<file path="config.mk">
export PLATFORM = sky130hd
export DESIGN_NAME = rvm_control_seq
export DESIGN_NICKNAME = d
export VERILOG_FILES = /design/src/rtl/rvm_control_seq_pkg.sv /design/src/rtl/rvm_control_seq_wait_timer.sv /design/src/rtl/rvm_control_seq.sv
export SDC_FILE = /design/constraint.sdc
export NUM_CORES = 1
export LEC_CHECK = 0
export CAP_MARGIN = 20
export CORE_ASPECT_RATIO = 1.4
export CORE_MARGIN = 2
export CORE_UTILIZATION = 54
export DETAILED_ROUTE_END_ITERATION = 6
export HOLD_SLACK_MARGIN = 0.1
export PLACE_DENSITY = 0.85
export REMOVE_ABC_BUFFERS = 1
export SLEW_MARGIN = 10
export SYNTH_ARGS = -nofsm -noshare
export SYNTH_HDL_FRONTEND = slang
export SYNTH_SLANG_ARGS = --single-unit
</file>
<file path="constraint.sdc">
create_clock -name clk -period 3.4 [get_ports clk]
set_input_delay 0.85 -clock clk [delete_from_list [all_inputs] [get_ports clk]]
set_output_delay 0.85 -clock clk [all_outputs]
set_load 0.02 [all_outputs]
</file>
<file path="src/rtl/rvm_control_seq_pkg.sv">
// Shared encodings for the main control sequencer, decoder and datapath:
// sequencer states, decoded instruction classes, trap causes and PC-select codes.
package rvm_control_seq_pkg;

  typedef enum logic [3:0] {
    S_RESET      = 4'd0,
    S_FETCH_REQ  = 4'd1,
    S_FETCH_WAIT = 4'd2,
    S_DECODE     = 4'd3,
    S_EXECUTE    = 4'd4,
    S_MEM_WAIT   = 4'd5,
    S_MULDIV     = 4'd6,
    S_WB         = 4'd7,
    S_RETIRE     = 4'd8,
    S_TRAP       = 4'd9,
    S_HALT       = 4'd10
  } state_e;

  typedef enum logic [2:0] {
    CLS_ALU     = 3'd0,
    CLS_LOAD    = 3'd1,
    CLS_STORE   = 3'd2,
    CLS_BRANCH  = 3'd3,
    CLS_JUMP    = 3'd4,
    CLS_MULDIV  = 3'd5,
    CLS_SYSTEM  = 3'd6,
    CLS_ILLEGAL = 3'd7
  } instr_class_e;

  typedef enum logic [2:0] {
    CAUSE_ILLEGAL   = 3'd0,
    CAUSE_FETCH_ERR = 3'd1,
    CAUSE_DATA_ERR  = 3'd2,
    CAUSE_IRQ       = 3'd3,
    CAUSE_ECALL     = 3'd4
  } trap_cause_e;

  typedef enum logic [1:0] {
    PCSEL_SEQ    = 2'd0,
    PCSEL_TARGET = 2'd1,
    PCSEL_TRAP   = 2'd2
  } pc_sel_e;

  function automatic logic is_wait(input state_e s);
    return (s == S_FETCH_WAIT) || (s == S_MEM_WAIT);
  endfunction

endpackage

</file>
<file path="src/rtl/rvm_control_seq_wait_timer.sv">
// rvm_wait_timer: wait-cycle counter shared by the fetch and data wait states.
//   clk, rst    : clock, async active-high reset
//   clr_i       : synchronous clear (held while not waiting, so it is zero on entry)
//   en_i        : count one wait cycle
//   cnt_o       : wait cycles already spent in the current wait
//   expired_o   : the current cycle is the LIMIT-th wait cycle (last one allowed)
module rvm_wait_timer #(
  parameter int TMO_W = 8,
  parameter int LIMIT = 15
) (
  input  logic             clk,
  input  logic             rst,
  input  logic             clr_i,
  input  logic             en_i,
  output logic [TMO_W-1:0] cnt_o,
  output logic             expired_o
);

  localparam logic [TMO_W-1:0] LAST = TMO_W'(LIMIT - 1);

  logic [TMO_W-1:0] cnt_q, cnt_d;

  always_comb begin
    cnt_d = cnt_q;
    if (clr_i)                    cnt_d = '0;
    else if (en_i && cnt_q != '1) cnt_d = cnt_q + TMO_W'(1);  // saturate, never wrap
  end

  always_ff @(posedge clk or posedge rst) begin
    if (rst) cnt_q <= '0;
    else     cnt_q <= cnt_d;
  end

  assign cnt_o     = cnt_q;
  assign expired_o = en_i && (cnt_q == LAST);

endmodule

</file>
<file path="src/rtl/rvm_control_seq.sv">
// rvm_control_seq: main control sequencer for the multi-cycle RISC-V core.
// Drives all datapath enables from the registered state, runs the memory
// req/ack handshake with a bounded wait, stalls on mul/div, samples irq and
// halt only at instruction boundaries, enters traps and counts retirements.
//   inputs : clk, reset, instr_class, branch_taken, mem_ack, mem_err,
//            muldiv_done, irq, halt_req
//   outputs: mem_req, mem_we, ir_we, pc_we, pc_sel, rf_we, muldiv_start,
//            trap_valid, trap_cause, halted, instret, state
module rvm_control_seq
  import rvm_control_seq_pkg::*;
#(
  parameter int MEM_TIMEOUT = 15,
  parameter int TMO_W       = 8,
  parameter int MULDIV_EN   = 1,
  parameter int IRQ_EN      = 1,
  parameter int CNT_W       = 32
) (
  input  logic             clk,
  input  logic             reset,
  input  logic [2:0]       instr_class,
  input  logic             branch_taken,
  input  logic             mem_ack,
  input  logic             mem_err,
  input  logic             muldiv_done,
  input  logic             irq,
  input  logic             halt_req,
  output logic             mem_req,
  output logic             mem_we,
  output logic             ir_we,
  output logic             pc_we,
  output logic [1:0]       pc_sel,
  output logic             rf_we,
  output logic             muldiv_start,
  output logic             trap_valid,
  output logic [2:0]       trap_cause,
  output logic             halted,
  output logic [CNT_W-1:0] instret,
  output logic [3:0]       state
);

  state_e       state_q, state_d;
  instr_class_e cls_q, cls_d;
  pc_sel_e      pc_sel_q, pc_sel_d;
  trap_cause_e  cause_q, cause_d;
  logic [CNT_W-1:0] instret_q, instret_d;

  logic             in_wait, tmr_expired, req_ok;
  logic [TMO_W-1:0] tmr_cnt;
  instr_class_e     cls_in;

  assign cls_in  = instr_class_e'(instr_class);
  assign in_wait = is_wait(state_q);
  // Belt-and-braces gate: the request can never outlive the timeout window.
  assign req_ok  = in_wait && (tmr_cnt < TMO_W'(MEM_TIMEOUT));

  rvm_wait_timer #(.TMO_W(TMO_W), .LIMIT(MEM_TIMEOUT)) u_tmr (
    .clk       (clk),
    .rst       (reset),
    .clr_i     (!in_wait),
    .en_i      (in_wait),
    .cnt_o     (tmr_cnt),
    .expired_o (tmr_expired)
  );

  always_ff @(posedge clk or posedge reset) begin
    if (reset) begin
      state_q   <= S_RESET;
      cls_q     <= CLS_ALU;
      pc_sel_q  <= PCSEL_SEQ;
      cause_q   <= CAUSE_ILLEGAL;
      instret_q <= '0;
    end else begin
      state_q   <= state_d;
      cls_q     <= cls_d;
      pc_sel_q  <= pc_sel_d;
      cause_q   <= cause_d;
      instret_q <= instret_d;
    end
  end

  always_comb begin
    state_d      = state_q;
    cls_d        = cls_q;
    pc_sel_d     = pc_sel_q;
    cause_d      = cause_q;
    instret_d    = instret_q;
    mem_req      = 1'b0;
    mem_we       = 1'b0;
    ir_we        = 1'b0;
    pc_we        = 1'b0;
    pc_sel       = pc_sel_q;
    rf_we        = 1'b0;
    muldiv_start = 1'b0;
    trap_valid   = 1'b0;
    halted       = 1'b0;

    case (state_q)
      S_RESET: state_d = S_FETCH_REQ;

      S_FETCH_REQ: begin
        if (halt_req) state_d = S_HALT;
        else if ((IRQ_EN != 0) && irq) begin
          state_d = S_TRAP;
          cause_d = CAUSE_IRQ;
        end else state_d = S_FETCH_WAIT;
      end

      S_FETCH_WAIT: begin
        mem_req = req_ok;
        ir_we   = mem_ack && !mem_err;
        // An ack on the last allowed cycle takes precedence over expiry.
        if (mem_ack) begin
          if (mem_err) begin
            state_d = S_TRAP;
            cause_d = CAUSE_FETCH_ERR;
          end else state_d = S_DECODE;
        end else if (tmr_expired) begin
          state_d = S_TRAP;
          cause_d = CAUSE_FETCH_ERR;
        end
      end

      S_DECODE: state_d = S_EXECUTE;

      S_EXECUTE: begin
        // Latch the class for the data wait and the PC source for retire.
        cls_d    = cls_in;
        pc_sel_d = PCSEL_SEQ;
        case (cls_in)
          CLS_ALU:             state_d = S_WB;
          CLS_LOAD, CLS_STORE: state_d = S_MEM_WAIT;
          CLS_BRANCH: begin
            pc_sel_d = branch_taken ? PCSEL_TARGET : PCSEL_SEQ;
            state_d  = S_RETIRE;
          end
          CLS_JUMP: begin
            pc_sel_d = PCSEL_TARGET;
            state_d  = S_WB;
          end
          CLS_MULDIV: begin
            if (MULDIV_EN != 0) begin
              muldiv_start = 1'b1;
              state_d      = S_MULDIV;
            end else begin
              state_d = S_TRAP;
              cause_d = CAUSE_ILLEGAL;
            end
          end
          CLS_SYSTEM: begin
            state_d = S_TRAP;
            cause_d = CAUSE_ECALL;
          end
          default: begin
            state_d = S_TRAP;
            cause_d = CAUSE_ILLEGAL;
          end
        endcase
      end

      S_MEM_WAIT: begin
        mem_req = req_ok;
        mem_we  = req_ok && (cls_q == CLS_STORE);
        if (mem_ack) begin
          if (mem_err) begin
            state_d = S_TRAP;
            cause_d = CAUSE_DATA_ERR;
          end else state_d = (cls_q == CLS_LOAD) ? S_WB : S_RETIRE;
        end else if (tmr_expired) begin
          state_d = S_TRAP;
          cause_d = CAUSE_DATA_ERR;
        end
      end

      S_MULDIV: if (muldiv_done) state_d = S_WB;

      S_WB: begin
        rf_we   = 1'b1;
        state_d = S_RETIRE;
      end

      S_RETIRE: begin
        pc_we     = 1'b1;
        instret_d = instret_q + CNT_W'(1);
        state_d   = S_FETCH_REQ;
      end

      S_TRAP: begin
        trap_valid = 1'b1;
        pc_we      = 1'b1;
        pc_sel     = PCSEL_TRAP;
        state_d    = S_FETCH_REQ;
      end

      S_HALT: begin
        halted = 1'b1;
        if (!halt_req) state_d = S_FETCH_REQ;
      end

      default: state_d = S_RESET;
    endcase
  end

  assign trap_cause = cause_q;
  assign instret    = instret_q;
  assign state      = state_q;

endmodule

</file>
After elaboration in Yosys (flattened, before gate mapping)
Cells that the tools add are included.
{"block": "word_totals", "register_bits": 52, "latch_bits": 0, "ramBits": 0, "rom_bits": 0, "out_inout_bits": 49, "memories": 0}
{"block": "op_classes", "add_sub_neg": 2, "mul": 0, "div_mod_pow": 0, "n_lt_le_gt_ge": 1, "n_eq_ne": 30, "shift": 0, "n_mux": 36, "n_bitwise": 0, "n_reduce_logical": 18}
{"operator": "$mux W4", "n": 10}
{"operator": "$pmux W4 S9", "n": 1}
{"operator": "$add A32 B1 Y32 const B", "n": 1}
{"operator": "$mux W3", "n": 8}
{"operator": "$eq A4 B3 Y1 const B", "n": 4}
{"operator": "$mux W8", "n": 2}
{"operator": "$pmux W4 S4", "n": 1}
{"operator": "$eq A4 B4 Y1 const B", "n": 3}
{"operator": "$ne A3 B3 Y1 const B", "n": 4}
{"operator": "$pmux W3 S4", "n": 1}
{"operator": "$mux W1", "n": 10}
{"operator": "$ne A2 B2 Y1 const B", "n": 5}
{"operator": "$eq A3 B2 Y1 const B", "n": 3}
{"operator": "$eq A3 B3 Y1 const B", "n": 3}
{"operator": "$add A8 B1 Y8 const B", "n": 1}
{"operator": "$eq A4 B2 Y1 const B", "n": 2}
{"operator": "$eq A8 B4 Y1 const B", "n": 1}
{"operator": "$lt A8 B4 Y1 const B", "n": 1}
{"operator": "$ne A8 B8 Y1 const B", "n": 1}
{"operator": "$reduce_and A8 Y1", "n": 1}
{"operator": "$reduce_or A2 Y1", "n": 4}
{"operator": "$eq A3 B1 Y1 const B", "n": 2}
{"operator": "$pmux W3 S2", "n": 1}
{"operator": "$reduce_or A6 Y1", "n": 1}
{"operator": "other kinds (12)", "n": 16}

Longest topological paths before layout
{"block": "logic_depth", "word_depth": 6, "ltp_mapped": 7, "mapped_depth_nobuf": 6}

By module
A second synthesis with hierarchy kept.
{"block": "hier_totals", "cells_unflattened": 298, "hier_area_um2": 2882.8}
{"mod": "rvm_control_seq", "n_inst": 1, "cells_each": 246, "area_per_inst_um2": 2379.8, "seq_area_each_um2": 1076.0}
{"mod": "rvm_wait_timer", "n_inst": 1, "cells_each": 52, "area_per_inst_um2": 503.0, "seq_area_each_um2": 200.2}

Least setup slack after synthesis
OpenSTA, ideal clock, no wires.
{"block": "synth_path", "kind": "register to output", "start": "register state_q[1] (netlist: state[1])", "end": "output mem_we", "arrival_ps": 1964, "setup_slack_ps": 586, "path_stages_with_launch": 8, "path_cell_list": "dfrtp_1 -> buf_2 -> nand2b_1 -> nor2_1 -> nor2_1 -> buf_2 -> nor3b_2 -> and3_1"}
{"block": "synth_between", "elab_chain_len": 5, "word_cells_on_any_way": 6, "cone_classes": "eq/ne (2); mux (1); reduce/logical (3)"}
{"item": "from (decl)", "line_no": "rvm_control_seq.sv:41", "text": "state_e state_q, state_d;"}
{"item": "from (signal assigned)", "line_no": "rvm_control_seq.sv:73", "text": "state_q <= state_d;"}
{"item": "$eq A4 B2 Y1 or $eq A4 B3 Y1 (tied branches)", "line_no": "rvm_control_seq_pkg.sv:45, rvm_control_seq.sv:97"}
{"item": "$logic_or A1 B1 Y1", "line_no": "rvm_control_seq_pkg.sv:45", "text": "return (s == S_FETCH_WAIT) || (s == S_MEM_WAIT);"}
{"item": "$logic_and A1 B1 Y1", "line_no": "rvm_control_seq.sv:54", "text": "assign req_ok = in_wait && (tmr_cnt < TMO_W'(MEM_TIMEOUT));"}
{"item": "$logic_and A1 B1 Y1", "line_no": "rvm_control_seq.sv:162", "text": "mem_we = req_ok && (cls_q == CLS_STORE);"}
{"item": "$mux W1 *", "line_no": "rvm_control_seq.sv:97", "text": "case (state_q)"}
{"item": "to (decl)", "line_no": "rvm_control_seq.sv:28", "text": "output logic mem_we,"}
Every way passes the cells marked *; elsewhere a longest branch is shown, timed or not.

Final worst setup path
{"block": "layout_path", "start": "register state_q[3] (netlist: state[3])", "end": "output mem_we"}
Same word-level chain as after synthesis.

==> flow_summary.ini <==
[finish]
layout.nets = 352
drive_above_1_share_pct = 8.88
syn_to_final_growth_pct = 29.8
antenna_cells = 0
fill_cells = 355

[logic_synthesis]
ys.flop_type = dfrtp_1
ys_warn_count = 0
synth_top_area_share_pct = 47.4
yosys-top-cells-area = dfrtp_1 (47%), xnor2_1 (7.8%), nor2_1 (3.6%)
netlist_instances = 272
yosysSeqAreaShare_pct = 47.4
synth.distinct_cells = 44
yosysMostFrequentCell = dfrtp_1
synth_area_um2 = 2690
async_reset_ff_share_pct = 100
syn_avg_cell_area_um2 = 9.89
ys_ff_latch = 51
yosysTopAreaCell = dfrtp_1
synth_edf_count = 0
synthTopCellsByCount = dfrtp_1 (51), nor2_1 (26), xnor2_1 (24), nand2_1 (22), nand3_1 (15)

[power]
internal_power_uw = 1230
ir_drop_v = 0.000315
p_total_uw = 1890
p_sw_share_pct = 35.1
seqPwrFrac_pct = 41.0
p_leak_uw = 0.00147
p_comb_share_pct = 37.9
clkPwrFrac_pct = 21.1
power.density_nw_per_um2 = 540
p_sw_uw = 662

[sta]
whs_ps = 485
post-route-period-util_pct = 94.5
fmax_ghz = 0.311
finalMaxSlewViolations = 0
fin_skew_ps = 6.16
fin_crit_ps = 3210
setup_tns_ps = 0
maxSlewHeadroom_pct = 64.5
hold_violations = 0
setup_viol = 0
grt_setup_unrepaired = false
tightest_slew_ps = 530

[global_route]
grt_max_degree = 20
grt_pass1_vias = 2245
antenna_found_initial = 0
gr-total-overflow = 0
globalRouteTotalUtil_pct = 23.7
grt_pass1_wl_mm = 10.3

[route]
routedWlPerCell_um = 15.0
vias = 2268
first_pass_iters = 4
viasPerCell = 5.64
drt_iter0_markers = 138
drt_wl_total_mm = 6.02
drc = 0
ant_nets = 0

[critical_path]
cp-start-kind = register
crit_arrival_ps = 2360
critPathSlowestCell = clkdlybuf4s50_1
reg2reg_depth = 6
crit_path_max_fanout = 13
reg2reg_to = trap_cause[0]$_DFFE_PP0P_
rr_startpoint = state[3]$_DFFE_PP0P_
cp_common_cell = nor2_1
critical_path_class = reg2out
required_ps = 2550
critPathLaunch = state[3]$_DFFE_PP0P_
crit_chain = nand2b_1, nor2_1, nor2_1, nor3b_2, and3_1, clkdlybuf4s50_1
crit_path_end_kind = primary output
slowest_delay_ps = 590
ff2ff_setup_slack_ps = 1230
endpoint = mem_we

[clocking]
clkSinkCount = 51
cts_tree = built
clk_pin_slew_ps = 90
htree_levels = 2
cts_resized = 0
holdBufCountCts = 0
cts_buffers = 5
clock_path_buffers = 2
clock_latency_ps = 300
cts_setup_buffers = 0
cts_root_buf = clkbuf_8

[floorplanning]
die_h_um = 87.5
start_util_pct = 55.6
die_w_um = 63.7
coreArea_um2 = 4840
num_rows = 30
io_pins = 60
die_area_um2 = 5570

[place]
dp_hpwl_mm = 4.42
gp_congestion = 0.964
port_buffers = 59

[outcome]
status = finished, final reports clean

[flow_run]
maxCapViolations = 0

[min_path]
hold_path.class = reg2reg
[metal layers]
| layer | wire length, um | global-route usage, % | share of wire (%) | up-vias |
|---|---|---|---|---|
| li1 | - | - | - | 1082 |
| met1 | 2550 | 28.6 | 42 | 1094 |
| met2 | 3020 | 41.1 | 50 | 80 |
| met3 | 312 | 4.88 | 5.2 | 12 |
| met4 | 135 | 10.7 | 2.2 | 0 |
| met5 | 0 | 0 | 0 | - |
[power groups by stage]
stage / logic (uW) / registers (uW) / clock network [uW]
4_1_cts: 716 / 774 / 406
3_3_place_gp: 699 / 780 / 0
3_5_place_dp: 710 / 785 / 0
5_1_grt: 781 / 792 / 426
2_1_floorplan: 328 / 865 / 0
6_report: 715 / 774 / 399
[how the worst min path moves through the flow]
stage	cells after the start	slack (ps)	start	end
after floorplan	2	490	pc_sel_q[0]$_DFFE_PP0P_	pc_sel_q[0]$_DFFE_PP0P_
after detailed placement	1	470	instret[31]$_DFFE_PP0P_	instret[31]$_DFFE_PP0P_
after global placement	1	460	trap_cause[2]$_DFFE_PP0P_	trap_cause[2]$_DFFE_PP0P_
after CTS	1	490	instret[31]$_DFFE_PP0P_	instret[31]$_DFFE_PP0P_
final	1	480	instret[31]$_DFFE_PP0P_	instret[31]$_DFFE_PP0P_
after global routing	1	510	instret[31]$_DFFE_PP0P_	instret[31]$_DFFE_PP0P_
[layout by cell type, fill, tap and decap left out, drive strengths merged, types with 5 or more instances in the layout]
cell type,count
xnor2,25
nor2b,6
xor2,10
nand3,15
a21oi,8
nor3,7
inv,7
o21ai,13
nand4,9
and4,6
nand2,22
buf,11
and3,8
clkdlybuf4s50,59
dfrtp,51
mux2,5
nand2b,7
nor3b,6
nor2,26
clkbuf,6
[cell type report]
type / instances / area [um^2] / share of cell area [%]
clock inverters: 1 / 30.0 / 0.859
flip-flops and latches: 51 / 1280 / 36.5
clock buffers: 6 / 72.6 / 2.08
inverters: 7 / 26.3 / 0.752
well taps: 64 / 80.1 / 2.29
multi-input cells: 203 / 1340 / 38.2
repair buffers: 70 / 673 / 19.3
[sequential cells by signal, summed over array words and instances (netlist names)]
register and flops:
trap_cause 3, cls_q 3, pc_sel_q 1, state 4
instret 32, u_tmr.cnt_o 8
[per-stage QoR]
step / setup slack [ps] / utilization (%) / area [um^2] / instances
floorplan: 479 / - / 2640 / 261
global placement: 256 / 70.1 / 3390 / 395
detailed placement: 230 / 70.1 / 3390 / 395
CTS: 178 / 72.2 / 3490 / 402
global route: 23.4 / 72.2 / 3490 / 402
finish: 186 / 72.2 / 3490 / 402
[kinds of logic (layout without fill, tap and decap cells)]
family	Yosys count	after routing	share of synthesized area [%]
fa+ha+maj	3	3	1.39
mux	6	6	2.46
simple gates	121	121	25.2
buf+inv	18	84	2.93
flops	51	51	47.4
compound gates	38	38	8.88
xor+xnor	35	35	11.7
[worst max-delay path: cells and delay by family (launching register included)]
kind,cells,cell delay [ps]
flops,1,520
buf+inv,1,590
simple gates,5,950
Note: power is estimated with default switching activity, not from simulation.
